--- config.mk ---
export PLATFORM = sky130hd
export DESIGN_NAME = w_icons_spi_slave
export DESIGN_NICKNAME = d
export VERILOG_FILES = /design/src/rtl/w_icons_spi_pkg.sv /design/src/rtl/w_icons_sync_ff.sv /design/src/rtl/w_icons_spi_slave.sv
export SDC_FILE = /design/constraint.sdc
export NUM_CORES = 1
export LEC_CHECK = 0
export ABC_AREA = 1
export ABC_CLOCK_PERIOD_IN_PS = 3500
export CAP_MARGIN = 10
export CELL_PAD_IN_SITES_DETAIL_PLACEMENT = 1
export CELL_PAD_IN_SITES_GLOBAL_PLACEMENT = 2
export CORE_AREA = 2 2 100 102
export CTS_CLUSTER_SIZE = 8
export DETAILED_ROUTE_END_ITERATION = 8
export DIE_AREA = 0 0 102 104
export GPL_TIMING_DRIVEN = 0
export MAX_ROUTING_LAYER = met4
export PLACE_DENSITY = 0.72
export SYNTH_ARGS = -nofsm -noshare
export SYNTH_HDL_FRONTEND = slang
export SYNTH_SLANG_ARGS = --single-unit
--- constraint.sdc ---
create_clock -name clk_ref_i -period 3.5 [get_ports clk_ref_i]
set_input_delay 0.525 -clock clk_ref_i [delete_from_list [all_inputs] [get_ports clk_ref_i]]
set_output_delay 0.525 -clock clk_ref_i [all_outputs]
set_load 0.02 [all_outputs]
--- src/rtl/w_icons_spi_pkg.sv ---
`default_nettype none
// ============================================================================
//  Module      : w_icons_spi_pkg
//  Description : Shared defaults, frame bit positions and FSM state encoding
//                for the oversampling SPI configuration slave.
//  Revision    : 1.0 - initial release
// ============================================================================
package w_icons_spi_pkg;

    localparam int ADDR_W_DEF  = 7;
    localparam int DATA_W_DEF  = 8;
    localparam int FRAME_W_DEF = 1 + ADDR_W_DEF + DATA_W_DEF;

    // Bit positions inside a default-sized frame (MSB first on the wire)
    localparam int RW_BIT   = FRAME_W_DEF - 1;
    localparam int ADDR_LSB = DATA_W_DEF;

    typedef enum logic [1:0] {
        S_WAIT_IDLE = 2'd0,
        S_IDLE      = 2'd1,
        S_ADDR      = 2'd2,
        S_DATA      = 2'd3
    } spi_state_t;

endpackage : w_icons_spi_pkg
`default_nettype wire

--- src/rtl/w_icons_sync_ff.sv ---
`default_nettype none
// ============================================================================
//  Module      : w_icons_sync_ff
//  Description : Multi-stage flip-flop synchroniser for one asynchronous pad
//                input, with a selectable reset value.
//  Revision    : 1.0 - initial release
// ============================================================================
module w_icons_sync_ff #(
    parameter int   STAGES    = 2,
    parameter logic RESET_VAL = 1'b0
) (
    input  logic clk_ref_i,
    input  logic reset_i,
    input  logic i_d,
    output logic o_q
);

    logic [STAGES-1:0] r_sync;

    // Shift the raw input through the synchroniser chain
    always_ff @(posedge clk_ref_i) begin
        if (reset_i) begin
            r_sync <= {STAGES{RESET_VAL}};
        end else begin
            r_sync <= {r_sync[STAGES-2:0], i_d};
        end
    end

    assign o_q = r_sync[STAGES-1];

endmodule : w_icons_sync_ff
`default_nettype wire

--- src/rtl/w_icons_spi_slave.sv ---
`default_nettype none
// ============================================================================
//  Module      : w_icons_spi_slave
//  Description : Oversampling SPI mode-0 slave. Synchronises the raw pad
//                lines, decodes 16-bit R/W + address + data frames and issues
//                single-cycle register-file write/read strobes.
//  Revision    : 1.0 - initial release
// ============================================================================
module w_icons_spi_slave
    import w_icons_spi_pkg::*;
#(
    parameter int ADDR_W      = ADDR_W_DEF,
    parameter int DATA_W      = DATA_W_DEF,
    parameter int SYNC_STAGES = 2
) (
    input  logic              clk_ref_i,
    input  logic              reset_i,
    input  logic              spi_clk_i,
    input  logic              spi_cs_i,
    input  logic              spi_mosi_i,
    output logic              spi_miso_o,
    output logic [ADDR_W-1:0] reg_addr_o,
    output logic [DATA_W-1:0] reg_wdata_o,
    output logic              reg_wr_o,
    output logic              reg_rd_o,
    input  logic [DATA_W-1:0] reg_rdata_i,
    output logic              frame_err_o
);

    localparam int FRAME_W = 1 + ADDR_W + DATA_W;
    localparam int HDR_W   = 1 + ADDR_W;
    localparam int CNT_W   = $clog2(FRAME_W + 2);
    localparam int SET_W   = $clog2(SYNC_STAGES + 2);

    localparam logic [CNT_W-1:0] c_HDR_LAST   = CNT_W'(HDR_W - 1);
    localparam logic [CNT_W-1:0] c_FRAME_LAST = CNT_W'(FRAME_W - 1);
    localparam logic [CNT_W-1:0] c_FRAME_LEN  = CNT_W'(FRAME_W);
    localparam logic [CNT_W-1:0] c_CNT_MAX    = CNT_W'(FRAME_W + 1);
    localparam logic [SET_W-1:0] c_SETTLE     = SET_W'(SYNC_STAGES + 1);

    // ---------------- synchronisers and edge detection ----------------
    logic w_sck_s, w_cs_s, w_mosi_s;
    logic r_sck_d, r_cs_d;

    w_icons_sync_ff #(.STAGES(SYNC_STAGES), .RESET_VAL(1'b0)) u_sync_sck (
        .clk_ref_i (clk_ref_i),
        .reset_i   (reset_i),
        .i_d       (spi_clk_i),
        .o_q       (w_sck_s)
    );

    w_icons_sync_ff #(.STAGES(SYNC_STAGES), .RESET_VAL(1'b1)) u_sync_cs (
        .clk_ref_i (clk_ref_i),
        .reset_i   (reset_i),
        .i_d       (spi_cs_i),
        .o_q       (w_cs_s)
    );

    w_icons_sync_ff #(.STAGES(SYNC_STAGES), .RESET_VAL(1'b0)) u_sync_mosi (
        .clk_ref_i (clk_ref_i),
        .reset_i   (reset_i),
        .i_d       (spi_mosi_i),
        .o_q       (w_mosi_s)
    );

    // Delay the synchronised SCK and CS by one cycle for edge detection
    always_ff @(posedge clk_ref_i) begin
        if (reset_i) begin
            r_sck_d <= 1'b0;
            r_cs_d  <= 1'b1;
        end else begin
            r_sck_d <= w_sck_s;
            r_cs_d  <= w_cs_s;
        end
    end

    logic w_cs_rise, w_cs_fall, w_sck_rise, w_sck_fall;
    assign w_cs_rise  =  w_cs_s & ~r_cs_d;
    assign w_cs_fall  = ~w_cs_s &  r_cs_d;
    // A CS rise wins over a coincident SCK edge
    assign w_sck_rise =  w_sck_s & ~r_sck_d & ~w_cs_rise;
    assign w_sck_fall = ~w_sck_s &  r_sck_d & ~w_cs_rise;

    // ---------------- post-reset settle ----------------
    // The CS synchroniser comes out of reset reading "high" regardless of the
    // pad, so WAIT_IDLE only trusts it once the chain has refilled.
    logic [SET_W-1:0] r_settle;
    logic             w_settled;
    assign w_settled = (r_settle == c_SETTLE);

    // Count cycles since reset until the synchroniser holds real pad values
    always_ff @(posedge clk_ref_i) begin
        if (reset_i) begin
            r_settle <= '0;
        end else if (!w_settled) begin
            r_settle <= r_settle + 1'b1;
        end
    end

    // ---------------- FSM ----------------
    spi_state_t r_state, w_state_nxt;
    logic [CNT_W-1:0] r_cnt;

    // State register
    always_ff @(posedge clk_ref_i) begin
        if (reset_i) begin
            r_state <= S_WAIT_IDLE;
        end else begin
            r_state <= w_state_nxt;
        end
    end

    // Next-state decode
    always_comb begin
        w_state_nxt = r_state;
        case (r_state)
            S_WAIT_IDLE: if (w_settled && w_cs_s) w_state_nxt = S_IDLE;
            S_IDLE:      if (w_cs_fall)           w_state_nxt = S_ADDR;
            S_ADDR: begin
                if (w_cs_rise)                                 w_state_nxt = S_IDLE;
                else if (w_sck_rise && (r_cnt == c_HDR_LAST))  w_state_nxt = S_DATA;
            end
            S_DATA:      if (w_cs_rise)           w_state_nxt = S_IDLE;
            default:                              w_state_nxt = S_WAIT_IDLE;
        endcase
    end

    // ---------------- datapath ----------------
    logic [FRAME_W-1:0] r_rx;
    logic [FRAME_W-1:0] w_rx_next;
    logic [DATA_W-1:0]  r_tx;
    logic               r_is_read;
    logic               r_rd_d;
    logic               r_miso, r_wr, r_rd, r_err;
    logic [ADDR_W-1:0]  r_addr;
    logic [DATA_W-1:0]  r_wdata;

    assign w_rx_next = {r_rx[FRAME_W-2:0], w_mosi_s};

    // Shift register, bit counter, strobes, read-data capture and MISO
    always_ff @(posedge clk_ref_i) begin
        if (reset_i) begin
            r_rx      <= '0;
            r_tx      <= '0;
            r_cnt     <= '0;
            r_is_read <= 1'b0;
            r_rd_d    <= 1'b0;
            r_miso    <= 1'b0;
            r_wr      <= 1'b0;
            r_rd      <= 1'b0;
            r_err     <= 1'b0;
            r_addr    <= '0;
            r_wdata   <= '0;
        end else begin
            r_wr   <= 1'b0;
            r_rd   <= 1'b0;
            r_err  <= 1'b0;
            r_rd_d <= r_rd;

            // Register bank answers within one cycle of the read strobe
            if (r_rd_d) begin
                r_tx <= reg_rdata_i;
            end

            case (r_state)
                S_IDLE: begin
                    if (w_cs_fall) begin
                        r_cnt     <= '0;
                        r_rx      <= '0;
                        r_is_read <= 1'b0;
                        r_miso    <= 1'b0;
                    end
                end
                S_ADDR, S_DATA: begin
                    if (w_cs_rise) begin
                        r_err  <= (r_cnt != c_FRAME_LEN);
                        r_miso <= 1'b0;
                    end else begin
                        if (w_sck_rise) begin
                            // Bits past the end of the frame are ignored
                            if (r_cnt < c_FRAME_LEN) r_rx  <= w_rx_next;
                            if (r_cnt < c_CNT_MAX)   r_cnt <= r_cnt + 1'b1;

                            if ((r_state == S_ADDR) && (r_cnt == c_HDR_LAST)) begin
                                r_is_read <= ~w_rx_next[ADDR_W];
                                if (!w_rx_next[ADDR_W]) begin
                                    r_rd   <= 1'b1;
                                    r_addr <= w_rx_next[ADDR_W-1:0];
                                end
                            end

                            if ((r_state == S_DATA) && (r_cnt == c_FRAME_LAST)
                                && w_rx_next[FRAME_W-1]) begin
                                r_wr    <= 1'b1;
                                r_addr  <= w_rx_next[FRAME_W-2:DATA_W];
                                r_wdata <= w_rx_next[DATA_W-1:0];
                            end
                        end

                        // Read data goes out MSB first on the falling edges
                        // of the data phase; MISO is low otherwise
                        if ((r_state == S_DATA) && w_sck_fall) begin
                            if (r_is_read && (r_cnt < c_FRAME_LEN)) begin
                                r_miso <= r_tx[DATA_W-1];
                                r_tx   <= {r_tx[DATA_W-2:0], 1'b0};
                            end else begin
                                r_miso <= 1'b0;
                            end
                        end
                    end
                end
                default: begin
                end
            endcase
        end
    end

    assign spi_miso_o  = r_miso;
    assign reg_addr_o  = r_addr;
    assign reg_wdata_o = r_wdata;
    assign reg_wr_o    = r_wr;
    assign reg_rd_o    = r_rd;
    assign frame_err_o = r_err;

endmodule : w_icons_spi_slave
`default_nettype wire
# Word level (Yosys, flattened, before mapping)
# Cells that the tools add are included.
[totals]
register_bits = 61
inputBits = 13
out_inout_bits = 19
elab_cells = 111
[op_classes]
n_addsub = 2
magnitude_cmp = 2
eq_ne = 18
muxes = 35
n_bitwise = 15
reduce_logical = 21
[op_table]
columns = ["cell", "n"]
rows = [
  ["$mux W15", 4],
  ["$mux W8", 5],
  ["$pmux W15 S2", 1],
  ["$mux W7", 3],
  ["$mux W5", 4],
  ["$reduce_and A5 Y1", 4],
  ["$ne A2 B2 Y1 const B", 8],
  ["$lt A5 B5 Y1 const B", 2],
  ["$mux W2", 5],
  ["$pmux W5 S2", 1],
  ["$mux W1", 9],
  ["$not A1 Y1", 9],
  ["$pmux W2 S4", 1],
  ["$reduce_and A4 Y1", 2],
  ["$logic_and A1 B1 Y1", 7],
  ["$and A1 B1 Y1", 6],
  ["$eq A2 B2 Y1 const B", 3],
  ["$ne A3 B3 Y1 const B", 2],
  ["$add A5 B1 Y5 const B", 1],
  ["$eq A5 B3 Y1 const B", 1],
  ["$eq A5 B4 Y1 const B", 1],
  ["$ne A5 B5 Y1 const B", 1],
  ["$reduce_or A5 Y1", 1],
  ["$pmux W1 S2", 2],
  ["9 further kinds", 10],
]

# Logic depth before layout (Yosys ltp)
# Gate-level depths: netlist of the first run.
[logic_depth]
word_depth = 8
mapped_depth = 11
ltp_nobuf = 10

# By module
# Synthesis of the first run repeated with hierarchy kept, for this count alone.
[hier_totals]
cells_unflattened = 405
hier_area_um2 = 2871.5
[by_module_without_submodules]
columns = ["module", "instances", "cells_each", "area_per_inst_um2", "seq_area_each_um2"]
rows = [
  ["w_icons_spi_slave", 1, 386, 2702.6, 1101.1],
  ["w_icons_sync_ff (u_sync_mosi ...)", 2, 6, 55.1, 40.0],
  ["w_icons_sync_ff (u_sync_cs)", 1, 7, 58.8, 40.0],
]

# Least setup slack after synthesis of the first run
# OpenSTA, ideal clock, no wires.
[synth_path]
path_kind = "flip-flop to flip-flop"
start = "register r_state[1]"
end = "register r_rx[0]"
setup_ns = 0.117
arrival_ns = 1.673
required_ns = 3.383
path_slack_ns = 1.711
stages_incl_launch_ff = 10
n_path_buf = 3
period_less_slack_ns = 1.789
cell_sequence = "dfxtp_1 > buf_4 > clkbuf_1 > inv_1 > ha_1 > a21oi_4 > nand3_4 > buf_6 > nand3_1 > o21ai_1"
[synth_between]
elab_chain_len = 4
elab_cells_between_ends = 11
cone_classes = "7 x eq/ne; 1 x mux; 3 x reduce/logical"
[synth_lines]
columns = ["element", "line_no", "rtl"]
rows = [
  ["start: declaration", "w_icons_spi_slave.sv:101", "spi_state_t r_state, w_state_nxt;"],
  ["start signal: assignment", "w_icons_spi_slave.sv:109", "r_state <= w_state_nxt;"],
  ["$eq A2 B2 Y1", "w_icons_spi_slave.sv:165", "case (r_state)"],
  ["$reduce_or A2 Y1", "w_icons_spi_slave.sv:165", ""],
  ["$ne A2 B2 Y1 (no source line) or $reduce_bool A2 Y1 (tied branches)", "-", ""],
  ["$reduce_and A5 Y1 (no source line)", "-", ""],
  ["end signal: assignment", "w_icons_spi_slave.sv:181", "if (r_cnt < c_FRAME_LEN) r_rx <= w_rx_next;"],
  ["end: declaration", "w_icons_spi_slave.sv:129", "logic [FRAME_W-1:0] r_rx;"],
]
# Several ways; a longest one is shown, not always the timed one.
# A chain may end at the register's enable or synchronous reset.

# Worst setup path in the final report of the first run
[layout_path]
start = "register r_state[1]"
end = "register r_rx[11]"
# The elaborated chain is that of the path after synthesis.

==> results of run 1 <==
## cell usage in the layout, fill, tap and decap left out, drive strengths merged, types with 9 or more instances in the layout
cell,count
ha,9
o21ai,25
clkdlybuf4s50,30
nand2,64
dfxtp,61
inv,50
a21oi,17
clkbuf,15
buf,10
nand3,34
nor2,68
## registers in the layout (all words and copies together) (netlist names), 2 cells and up
| signal | flops |
|---|---|
| r_rx | 15 |
| u_sync_mosi.r_sync | 2 |
| reg_addr_o | 7 |
| u_sync_sck.r_sync | 2 |
| r_tx | 8 |
| r_settle | 2 |
| reg_wdata_o | 8 |
| r_state | 2 |
| r_cnt | 5 |
| u_sync_cs.r_sync | 2 |
## critical path: stages, from the launching register on
cell,delay (ps)
dfxtp_1,390
buf_4,210
clkbuf_1,400
inv_1,170
ha_1,280
a21oi_4,240
nand3_4,130
nand2_2,230
o22ai_1,100
## synthesized netlist by cell type (3+ instances only)
| cell type | instances |
|---|---|
| a21oi_1 | 14 |
| buf_2 | 4 |
| buf_6 | 3 |
| dfxtp_1 | 61 |
| ha_1 | 9 |
| inv_1 | 42 |
| inv_2 | 8 |
| mux2_2 | 5 |
| mux2i_1 | 3 |
| nand2_1 | 52 |
| nand2_2 | 11 |
| nand3_1 | 31 |
| nor2_1 | 60 |
| nor2_2 | 7 |
| nor3_1 | 7 |
| o21ai_0 | 18 |
| o21ai_1 | 7 |
| o22ai_1 | 7 |
| or2_2 | 3 |
## power groups by stage
stage          clock (uW)  sequential, uW  combinational, uW
5_1_grt               687             831                691
3_3_place_gp            0             832                597
6_report              635             819                598
2_1_floorplan           0             823                447
3_5_place_dp            0             835                604
4_1_cts               658             819                608
## through the flow
step	total power [uW]	hold slack [ps]	util, %	cells
after floorplan	1270	388	-	371
after global placement	1430	390	34.4	534
after detailed placement	1440	401	34.4	534
after CTS	2080	418	36.4	550
after global routing	2210	431	36.4	550
final	2050	414	36.4	550
## worst paths after layout
path	startpoint	endpoint	slack, ps	cells past startpoint
worst max-delay path	r_state[1]	r_rx[11]	1220	8
worst min-delay path	u_sync_sck.r_sync[0]	u_sync_sck.r_sync[1]	410	2
worst max register to register	r_state[1]	r_rx[11]	1220	8
worst min register to register	u_sync_sck.r_sync[0]	u_sync_sck.r_sync[1]	410	2
## layer usage
layer / share of wire (%) / global-route usage, % / vias up
met5: 0 / - / -
met4: 1.4 / 4.86 / 0
met3: 2.0 / 3.23 / 8
met2: 45 / 23.1 / 28
met1: 51 / 21.3 / 1144
li1: - / - / 1263
## cells by family (layout without fill, tap and decap cells)
kind of cell / Yosys count / count (layout) / synth area share (%)
AND/OR/NAND/NOR: 179 / 179 / 29.6
flip-flops: 61 / 61 / 43.3
buffers and inverters: 63 / 109 / 9.68
AO/OA/AOI/OAI: 50 / 50 / 9.99
XOR/XNOR: 1 / 1 / 0.311
multiplexers: 8 / 8 / 3.06
adder cells (fa/ha/maj): 9 / 9 / 4.00
## final cells by class
class	instances	area, sq um	area share (%)
inverter	50	188	5.40
clock inverter	4	47.5	1.37
clock buffer	12	145	4.17
sequential	61	1220	35.1
buffer	13	85.1	2.45
multi-input combinational	247	1320	38.1
tap	133	166	4.79
timing repair buffer	30	300	8.64
==> out/metrics.yaml, run 1 <==
timing:
  hold_violations: 0
  fin_worst_skew_ps: 8.73
  drv_slew: 0
  fmax_mhz: 439
  tightest_slew_ps: 522
  post-route-period-util_pct: 65.1
  fin_setup_tns_ps: 0
  slew_headroom_pct: 65.2
  period_minus_slack_ps: 2280
  grt_setup_unrepaired: "false"
  setup_ws_ps: 1220
  setup_viol: 0
logic_synthesis:
  synth_flop_cell: "dfxtp_1"
  ys_top_cells_by_area: "dfxtp_1, nor2_1, nand2_1"
  ys_ff_latch: 61
  synth-edff-count: 0
  avgSynthCellArea_sq_um: 7.59
  yosysTopAreaCell: "dfxtp_1"
  ys_types: 34
  synth.cell_area_sq_um: 2820
  synth-warning-count: 0
  synth-seq-area-share_pct: 43.3
  synth_nets: 393
  synth_top_area_share_pct: 43.3
  synth-async-reset-ratio_pct: 0
  syn_inst: 371
finish:
  design_area_sq_um: 3480
  diodes: 0
  nets: 434
  area_growth_syn_to_layout_pct: 23.4
  final.fill_count: 1204
  layout-drive-gt1-share_pct: 16.1
global_routing:
  grt_antenna_before_repair: 0
  grt_overflow: 0
  grt_pass1_vias: 2547
  track_usage_pct: 15.6
  grt_max_degree: 11
  grt_pass1_wl_um: 12600
power_and_ir_drop:
  pwr-share-clk_pct: 31.0
  peakVddDrop_v: 0.000172
  comb_power_share_pct: 29.1
  p_leak_uw: 0.00146
  p_sw_share_pct: 35.8
  pwr-share-seq_pct: 39.9
  internal-power_uw: 1320
  power.density_nw_per_um2: 590
  p_sw_uw: 735
flow_run:
  drv_cap: 0
clock_network:
  post_cts_buffers: 0
  cts_resized: 0
  cts_buffers: 9
  cts_max_level: 3
  clkSlewWorstSetupHoldPaths_ps: 70
  cts_tree: "yes"
  cts_buffer_depth: 2
  cts_hold_buf: 0
  clock_sinks: 61
  insertion_delay_ps: 340
  cts-root-buf: "clkbuf_8"
worst_setup_path:
  crit_fanout: 10
  critical_path_class: "reg -> reg"
  crit_required_ps: 3710
  cp.arrival_ps: 2490
  start_kind: "flop"
  end_kind: "flop"
route:
  post_drt_wl_per_cell_um: 13.3
  first_pass_iters: 4
  vias: 2443
  ant_nets: 0
  wirelength_um: 7320
  vias_per_cell: 4.44
  drtIter0Drc: 77
  drc_errors: 0
floorplanning:
  initial_core_util_pct: 29.5
  rows: 36
  die_x_um: 102
  io_pins: 32
  dieArea_sq_um: 10600
  core_sq_um: 9550
  fp.dieH_um: 104
place:
  dpl_cell_area_sq_um: 3280
  gp_congestion: 0.789
  port-buffer-count: 30
  place_ws_ps: 1170
  hpwl_um: 5360
outcome:
  status: "completed"
min_path:
  hp-class: "reg -> reg"
Note: power is estimated with default switching activity, not from simulation.
==> run 2: changes to the inputs <==
- ABC_CLOCK_PERIOD_IN_PS: 3500 -> 2100
- clock period: 3.5 -> 2.1 ns (I/O delays scaled with it)
==> out/metrics.yaml, run 2 (synthesis gave the netlist of run 1 again) <==
timing:
  hold_violations: 0  # unchanged
  tightest_slew_ps: 522  # about the same
  slew_headroom_pct: 65.2  # about the same
  post-route-period-util_pct: 91.1  # was 65.1%
  fmax_mhz: 523  # was 439 MHz
  grt_setup_unrepaired: "false"  # unchanged
  setup_viol: 0  # unchanged
  fin_worst_skew_ps: 8.80  # was 8.73 ps
  hold_ws_ps: 301  # was 414 ps
  period_minus_slack_ps: 1910  # was 2280 ps
  drv_slew: 0  # unchanged
  setup_ws_ps: 187  # was 1220 ps
place:
  hpwl_um: 5360  # unchanged
  gp_congestion: 0.789  # unchanged
  dpl_cell_area_sq_um: 3280  # unchanged
  place_ws_ps: -228  # was 1170 ps
  port-buffer-count: 30  # unchanged
  placedCellCount: 534  # unchanged
global_routing:
  track_usage_pct: 15.5  # was 15.6%
  grt_pass1_wl_um: 12500  # was 12,600 um
  grt_overflow: 0  # unchanged
  grt_max_degree: 20  # was 11
  grt_pass1_vias: 2539  # was 2,547
  grt_antenna_before_repair: 0  # unchanged
worst_setup_path:
  cp.arrival_ps: 2190  # was 2490 ps
  end_kind: "flop"  # unchanged
  crit_required_ps: 2380  # was 3710 ps
  start_kind: "flop"  # unchanged
  critical_path_class: "reg -> reg"  # unchanged
  crit_fanout: 10  # unchanged
power_and_ir_drop:
  p_leak_uw: 0.00146  # about the same
  power.density_nw_per_um2: 978  # was 590 nW/um^2
  pwr-share-seq_pct: 40.0  # was 39.9%
  peakVddDrop_v: 0.000285  # was 0.000172 V
  internal-power_uw: 2190  # was 1320 uW
  comb_power_share_pct: 29.0  # was 29.1%
  fin_total_pwr_uw: 3410  # was 2050 uW
  p_sw_share_pct: 35.7  # was 35.8%
  pwr-share-clk_pct: 31.0  # about the same
  p_sw_uw: 1220  # was 735 uW
route:
  vias: 2451  # was 2,443
  drtIter0Drc: 75  # was 77
  first_pass_iters: 4  # unchanged
  drc_errors: 0  # unchanged
  vias_per_cell: 4.45  # was 4.44
  wirelength_um: 7290  # was 7320 um
  post_drt_wl_per_cell_um: 13.2  # was 13.3 um
  ant_nets: 0  # unchanged
finish:
  largest_reg_flops: 15  # unchanged
  final_cell_mix: "dfxtp_1, nor2_1, nand2_1"  # unchanged
  layout_commonest_cell: "dfxtp_1"  # unchanged
  diodes: 0  # unchanged
  design_area_sq_um: 3490  # was 3480 sq um
  area_growth_syn_to_layout_pct: 23.8  # was 23.4%
  nets: 435  # was 434
  final_cell_count_no_fill: 551  # was 550
  final.fill_count: 1202  # was 1,204
  top_register: "r_rx"  # unchanged
  layout-drive-gt1-share_pct: 16.5  # was 16.1%
clock_network:
  cts_max_level: 3  # unchanged
  cts_tree: "yes"  # unchanged
  cts_buffers: 9  # unchanged
  clkSlewWorstSetupHoldPaths_ps: 70  # about the same
  cts_buffer_depth: 2  # unchanged
  clock_sinks: 61  # unchanged
  insertion_delay_ps: 340  # about the same
  cts-root-buf: "clkbuf_8"  # unchanged
min_path:
  hp-class: "in -> reg"  # was reg -> reg
floorplanning:
  io_pins: 32  # unchanged
  initial_core_util_pct: 29.5  # unchanged
  fp.dieH_um: 104  # unchanged
  die_x_um: 102  # unchanged
  rows: 36  # unchanged
  core_sq_um: 9550  # unchanged
  dieArea_sq_um: 10600  # unchanged
outcome:
  status: "completed"  # unchanged
flow_run:
  drv_cap: 0  # unchanged
-- run 2: timing repair --
| item | 4_1_cts | 5_1_grt |
|---|---|---|
| gates cloned | 0 | 0 |
| hold buffers | 0 | 0 |
| endpoints found under the hold margin | 0 | 0 |
| buffers inserted | 0 | 2 |
| setup endpoints to repair | 23 | 8 |
| pin swaps | 0 | 1 |
| gates resized for setup | 0 | 1 |
-- run 2: layout make-up --
cell class / count / area [sq um] / share of cell area [%]
buffer: 12 / 81.3 / 2.33
clock buffer: 12 / 145 / 4.16
clock inverter: 4 / 47.5 / 1.36
inverter: 50 / 188 / 5.38
multi-input combinational: 247 / 1320 / 37.9
sequential: 61 / 1220 / 35.0
tap: 133 / 166 / 4.77
timing repair buffer: 32 / 315 / 9.04
-- run 2: worst paths after layout --
check                           depth (start not counted)  slack (ps)                    to                 start
worst max-delay path                                    9         190         reg_addr_o[4]              r_cnt[0]
worst min-delay path                                    2         300               r_tx[6]               reset_i
worst max register to register                          9         190         reg_addr_o[4]              r_cnt[0]
worst min register to register                          2         410  u_sync_sck.r_sync[1]  u_sync_sck.r_sync[0]
-- run 2: per-stage QoR --
| step | utilization, % | setup TNS, ps |
|---|---|---|
| floorplan | - | 0 |
| global placement | 34.4 | -3570 |
| detailed placement | 34.4 | -4000 |
| CTS | 36.4 | 0 |
| global route | 36.5 | 0 |
| finish | 36.5 | 0 |
-- run 2: routing by layer --
layer	part of all wire (%)	GRT usage, %	up-vias
li1	-	-	1265
met1	51	21.1	1150
met2	46	23.0	29
met3	1.9	3.23	7
met4	1.2	4.86	0
met5	0	-	-
-- run 2: critical path, cell delays in order, from the launching register on --
cell and delay (ps):
dfxtp_1 410, ha_1 210, nand2_2 70, nor2_1 100, ha_1 190, nand3_2 190, buf_2 240, o21ai_0 250
nor2_1 80, nor2_1 100
-- run 2: power by group through the flow --
stage          combinational (uW)  sequential [uW]  clock, uW
2_1_floorplan                 746             1370          0
4_1_cts                      1010             1360       1100
3_3_place_gp                  995             1390          0
5_1_grt                      1150             1380       1140
3_5_place_dp                 1010             1390          0
6_report                      990             1360       1060
